File: src/rtl/axi_lite_write_arbiter.sv
// rtl/axi_lite_write_arbiter.sv - two-requester round-robin arbiter issuing single AXI4-Lite writes
module axi_lite_write_arbiter #(
  parameter int ADDR_W = 32,
  parameter int DATA_W = 32
) (
  input  logic                ACLK,
  input  logic                ARESET,
  input  logic                req0_valid,
  input  logic [ADDR_W-1:0]   req0_addr,
  input  logic [DATA_W-1:0]   req0_data,
  input  logic [DATA_W/8-1:0] req0_strb,
  output logic                req0_ready,
  output logic                req0_done,
  input  logic                req1_valid,
  input  logic [ADDR_W-1:0]   req1_addr,
  input  logic [DATA_W-1:0]   req1_data,
  input  logic [DATA_W/8-1:0] req1_strb,
  output logic                req1_ready,
  output logic                req1_done,
  output logic [1:0]          resp,
  output logic                AWVALID,
  input  logic                AWREADY,
  output logic [ADDR_W-1:0]   AWADDR,
  output logic                WVALID,
  input  logic                WREADY,
  output logic [DATA_W-1:0]   WDATA,
  output logic [DATA_W/8-1:0] WSTRB,
  input  logic                BVALID,
  output logic                BREADY,
  input  logic [1:0]          BRESP
);

  typedef enum logic [1:0] {IDLE, XFER, RESP} state_t;

  state_t state, state_nxt;
  logic   ptr;
  logic   gnt;
  logic   sel;
  logic   capture;
  logic   b_fire;
  logic   aw_pend;
  logic   w_pend;

  assign AWVALID = aw_pend;
  assign WVALID  = w_pend;

  always_ff @(posedge ACLK) begin
    if (ARESET) state <= IDLE;
    else        state <= state_nxt;
  end

  // Ready is combinational so the grant pulse lands in the capture cycle itself.
  always_comb begin
    state_nxt  = state;
    sel        = 1'b0;
    capture    = 1'b0;
    b_fire     = 1'b0;
    req0_ready = 1'b0;
    req1_ready = 1'b0;
    BREADY     = 1'b0;
    case (state)
      IDLE: begin
        if (!ARESET && (req0_valid || req1_valid)) begin
          sel        = (req0_valid && req1_valid) ? ptr : req1_valid;
          capture    = 1'b1;
          req0_ready = !sel;
          req1_ready = sel;
          state_nxt  = XFER;
        end
      end
      XFER: begin
        if ((!aw_pend || AWREADY) && (!w_pend || WREADY)) state_nxt = RESP;
      end
      RESP: begin
        BREADY = 1'b1;
        if (BVALID) begin
          b_fire    = 1'b1;
          state_nxt = IDLE;
        end
      end
      default: state_nxt = IDLE;
    endcase
  end

  // Bus registers are only reloaded on capture, which keeps them stable until RESP exits.
  always_ff @(posedge ACLK) begin
    if (ARESET) begin
      ptr       <= 1'b0;
      gnt       <= 1'b0;
      aw_pend   <= 1'b0;
      w_pend    <= 1'b0;
      AWADDR    <= '0;
      WDATA     <= '0;
      WSTRB     <= '0;
      resp      <= 2'b00;
      req0_done <= 1'b0;
      req1_done <= 1'b0;
    end else begin
      req0_done <= 1'b0;
      req1_done <= 1'b0;
      if (capture) begin
        gnt     <= sel;
        aw_pend <= 1'b1;
        w_pend  <= 1'b1;
        AWADDR  <= sel ? req1_addr : req0_addr;
        WDATA   <= sel ? req1_data : req0_data;
        WSTRB   <= sel ? req1_strb : req0_strb;
      end else begin
        if (aw_pend && AWREADY) aw_pend <= 1'b0;
        if (w_pend && WREADY)   w_pend  <= 1'b0;
      end
      if (b_fire) begin
        resp      <= BRESP;
        req0_done <= !gnt;
        req1_done <= gnt;
        ptr       <= !gnt;
      end
    end
  end

endmodule
File: config.mk
export PLATFORM = sky130hd
export DESIGN_NAME = axi_lite_write_arbiter
export DESIGN_NICKNAME = d
export VERILOG_FILES = /design/src/rtl/axi_lite_write_arbiter.sv
export SDC_FILE = /design/constraint.sdc
export NUM_CORES = 1
export LEC_CHECK = 0
export CAP_MARGIN = 20
export CORE_UTILIZATION = 44
export CTS_BUF_LIST = sky130_fd_sc_hd__clkbuf_16
export DETAILED_ROUTE_END_ITERATION = 16
export GPL_ROUTABILITY_DRIVEN = 0
export PLACE_DENSITY_LB_ADDON = 0.25
export SLEW_MARGIN = 30
export SYNTH_ARGS = -nofsm -noshare
export SYNTH_HDL_FRONTEND = slang
export SYNTH_SLANG_ARGS = --single-unit
File: constraint.sdc
create_clock -name ACLK -period 3.9 [get_ports ACLK]
set_input_delay 0.585 -clock ACLK [delete_from_list [all_inputs] [get_ports ACLK]]
set_output_delay 0.585 -clock ACLK [all_outputs]
set_load 0.01 [all_outputs]
## Word level (Yosys, flattened, before mapping)

Index checks and enable logic that the tools add are counted.
W data, S select, Z words.

| storage, ports and cells | value |
|---|---|
| bits in registers | 78 |
| input bits | 145 |
| output and inout bits | 77 |
| word-level logic and storage cells | 56 |

| operators by class | value |
|---|---|
| equal/unequal tests | 5 |
| muxes and demuxes | 21 |
| bitwise gates (word level) | 1 |
| reduce and logical (&&, ||, !) cells | 18 |

Operator list:

| operator | count |
|---|---|
| $mux W32 | 2 |
| $mux W1 | 14 |
| $mux W2 | 3 |
| $ne A2 B2 Y1 const B | 3 |
| $pmux W2 S3 | 1 |
| $logic_and A1 B1 Y1 | 5 |
| $logic_not A1 Y1 | 5 |
| $mux W4 | 1 |
| $reduce_bool A2 Y1 | 2 |
| $logic_or A1 B1 Y1 | 3 |
| $reduce_and A3 Y1 | 1 |
| $eq A2 B1 Y1 const B | 1 |
| $eq A2 B2 Y1 const B | 1 |
| $logic_not A2 Y1 | 1 |
| $reduce_or A2 Y1 | 1 |
| $not A1 Y1 | 1 |

## Logic depth before layout (Yosys ltp)

| logic depth | value |
|---|---|
| word-level depth | 5 |
| gate-level depth with buffers | 7 |
| mapped depth without buffers | 3 |

## Least setup slack after synthesis

No wires, ideal clock.

| timing | value |
|---|---|
| path type | input port to output port |
| start point | in req1_valid |
| end point | out req0_ready |
| arrival time | 1645 ps |
| required time | 3315 ps |
| slack | 1670 ps |
| stages | 7 |
| path buffers | 4 |
| cells stage by stage | buf_6 > or2_1 > buf_6 > and2_4 > buf_8 > buf_8 > and2_1 |

| on the way | value |
|---|---|
| word-level cells in the longest chain between the ends | 5 |
| elaborated cells between the ends (all ways) | 7 |
| those cells by class | 3 x mux; 4 x reduce/logical |

Ends and longest elaborated chain:

| element | RTL line | RTL |
|---|---|---|
| from (decl) | 14 | `input logic req1_valid,` |
| $logic_and A1 B1 Y1 | 64 | `sel = (req0_valid && req1_valid) ? ptr : req1_valid;` |
| $mux W1 | 64 |  |
| $logic_not A1 Y1 | 66 | `req0_ready = !sel;` |
| $mux W1 * | 63 | `if (!ARESET && (req0_valid \|\| req1_valid)) begin` |
| $mux W1 * | 61 | `case (state)` |
| to (decl) | 12 | `output logic req0_ready,` |

Mark *: on every way between the ends. The rest lies on a longest branch, timed or not.

## Worst setup path after layout

| timing | value |
|---|---|
| start point | in ARESET |
| end point | out req0_ready |

| on the way | value |
|---|---|
| word-level cells in the longest chain between the ends | 4 |

Ends and longest elaborated chain:

| element | RTL line | RTL |
|---|---|---|
| from (decl) | 7 | `input logic ARESET,` |
| $logic_not A1 Y1 | 63 |  |
| $logic_and A1 B1 Y1 | 63 |  |
| $mux W1 | 63 |  |
| $mux W1 | 61 |  |

Every way passes these cells.

==> qor.yml <==
detailed_routing:
  ant_nets: 0
  totalWireLength_um: 13940
  wl_per_cell_um: 18.39
  viasPerCell: 5.827
  vias: 4417
  first_pass_iters: 5
  drt_iter0_drc: 262
  drc: 0
finish:
  postLayoutCellArea_mm2: 0.006798
  multi_input_area_mm2: 0.002422
  nets: 769
  fillers: 699
  n_antenna_cell: 0
  area_delta_synth_final_pct: 55.72
  drive_gt1_frac: 0.1574
  area.sequential_mm2: 0.001562
global_route:
  first_global_vias: 4411
  grt_pass1_wl_um: 21620
  grt_use_total: 0.2686
  antenna_found_initial: 0
  grt_max_degree: 71
  grt_remaining_overflow: 0
die:
  io_pins: 222
  core-area_mm2: 0.009415
  die_h_um: 101.6
  die_w_um: 101.6
  start_util: 0.4637
  rows: 35
  die-area_mm2: 0.01032
sta:
  fin_skew_ns: 0.005863
  worstMarginPinSlew_ns: 0.8326
  fin_crit_sh: 0.7339
  final_max_slew_viol_count: 0
  slew_headroom: 0.4449
  grt_setup_unrepaired: "false"
  hold_slack_ns: 0.4977
  post-route-worst-setup-slack_ns: 1.038
  fmax_mhz: 349.4
  hold_viol_final: 0
  fin_crit_ns: 2.862
  setup_viol: 0
  setup_tns_ns: 0
logic_synthesis:
  synth_largest_area_cell: "dfxtp_1"
  syn_area_mm2: 0.004365
  syn_area_per_cell_um2: 9.788
  synth-edff-count: 0
  synthTopCellsByArea: "dfxtp_1 (36%), a311oi_2 (23%), nand3b_1 (12%)"
  synthCells: 446
  netlist_top_cells_count: "dfxtp_1 (78), a21oi_1 (70), nand3b_1 (70)"
  synth_fp_nets: 591
  yosysWarnings: 0
  synth_most_common_cell: "dfxtp_1"
  ys_async_sr_fraction: 0
  synthFlopType: "dfxtp_1"
  synth.distinct_cells: 28
  ys_ff_latch: 78
  synth_top_area_frac: 0.3577
  yosysSeqAreaShare: 0.3577
clock_network:
  clock_latency_ns: 0.33
  cts_buffers: 9
  root_buffer: "clkbuf_16"
  cts_tree: "built"
  cts_max_level: 3
  clk_path_buf_depth: 2
  cts_resized: 0
  postCtsSetupRepairBufs: 0
  ctsHoldBuffers: 0
  path_clk_slew_ns: 0.06
  clock_sink_count: 78
power_and_ir_drop:
  vdd_drop_max_v: 0.0002566
  p_clk_frac: 0.372
  power_density_mw_per_mm2: 409.3
  power_uw: 2782
  leakage_uw: 0.002177
  switching_share: 0.2759
  p_comb_frac: 0.290
  pwr-share-seq: 0.338
  power.switching_uw: 767.6
  p_int_uw: 2014
worst_setup_path:
  end_kind: "output pin"
  crit_fanout: 36
  start_kind: "primary input"
  ff2ff_setup_slack_ns: 1.77
  worstPathRequired_ns: 3.31
  crit_type: "in2out"
  crit_arrival_ns: 2.28
worst_hold_path:
  hold_class: "reg2reg"
run:
  max_cap_viol_count: 0
placed_design:
  numPortBuffers: 221
  dpl.hpwl_um: 8906
  pre_cts_ws_ns: 1.034
  dpl-instance-area_mm2: 0.006425
status:
  status: "finished clean"
-- cell families after synthesis --
family | Yosys count | share of synthesized area
AOI/OAI and AO/OA | 211 | 0.4007
buffers and inverters | 65 | 0.08914
DFF | 78 | 0.3577
muxes | 2 | 0.004586
and+or+nand+nor | 90 | 0.1479
-- registers in the layout, indices dropped and copies added, names as in the netlist --
name	flops
AWADDR	32
AWVALID	1
WDATA	32
WSTRB	4
WVALID	1
gnt	1
ptr	1
req0_done	1
req1_done	1
resp	2
state	2
-- power by group through the flow --
stage                     clock network [uW]  registers (uW)  logic [uW]
final                                   1030             941         807
after global routing                    1080             950         867
after CTS                               1050             941         809
after detailed placement                   0             955         805
after global placement                     0             952         791
after floorplan                            0             990         417
-- per-layer routing --
metal / vias to the layer above / track usage / routed length [um]
met5: - / 0 / 0
met4: 0 / 0.1438 / 499
met3: 38 / 0.06004 / 1017
met2: 202 / 0.4641 / 6738
met1: 2107 / 0.3085 / 5687
li1: 2070 / - / -
-- layout make-up --
cell class	instances	area share
Timing Repair Buffer	229	0.3337
Sequential cell	78	0.2297
Clock inverter	7	0.02154
Clock buffer	9	0.03313
Tap cell	129	0.02374
Multi-Input combinational cell	303	0.3563
Inverter	3	0.001841
-- metrics by stage --
stage	util	instances
after detailed placement	0.6824	742
after global routing	0.7220	758
after CTS	0.7219	758
final	0.7220	758
after global placement	0.6820	742
after floorplan	-	446
-- worst max-delay path: stages --
cell	delay [ns]
buf_4	0.28
nor3_4	0.47
and2_4	0.23
and2_1	0.14
clkdlybuf4s50_1	0.54
-- final timing paths --
kind | cells past startpoint | to | from
worst max register to register | 4 | WDATA[18]$_SDFFE_PP0P_ | state[1]$_SDFFE_PP0P_
worst min register to register | 1 | req0_done$_SDFF_PP0_ | gnt$_SDFFE_PP0P_
worst max-delay path | 5 | req0_ready | ARESET
worst min-delay path | 1 | req0_done$_SDFF_PP0_ | gnt$_SDFFE_PP0P_
-- placed cells by master (no fill, tap or decap), types with 2 or more instances in the layout --
cell	count
bufinv_16	4
nand2_1	3
clkinv_4	3
o21ai_1	2
nor2_1	4
o21ai_0	68
nor2b_1	2
inv_1	2
clkdlybuf4s50_1	219
a21oi_1	70
nand3b_1	70
clkbuf_16	9
dfxtp_1	78
buf_4	8
a311oi_2	68
mux2i_1	2
nand2b_1	3
No activity file was read; power rests on OpenSTA's default activity.
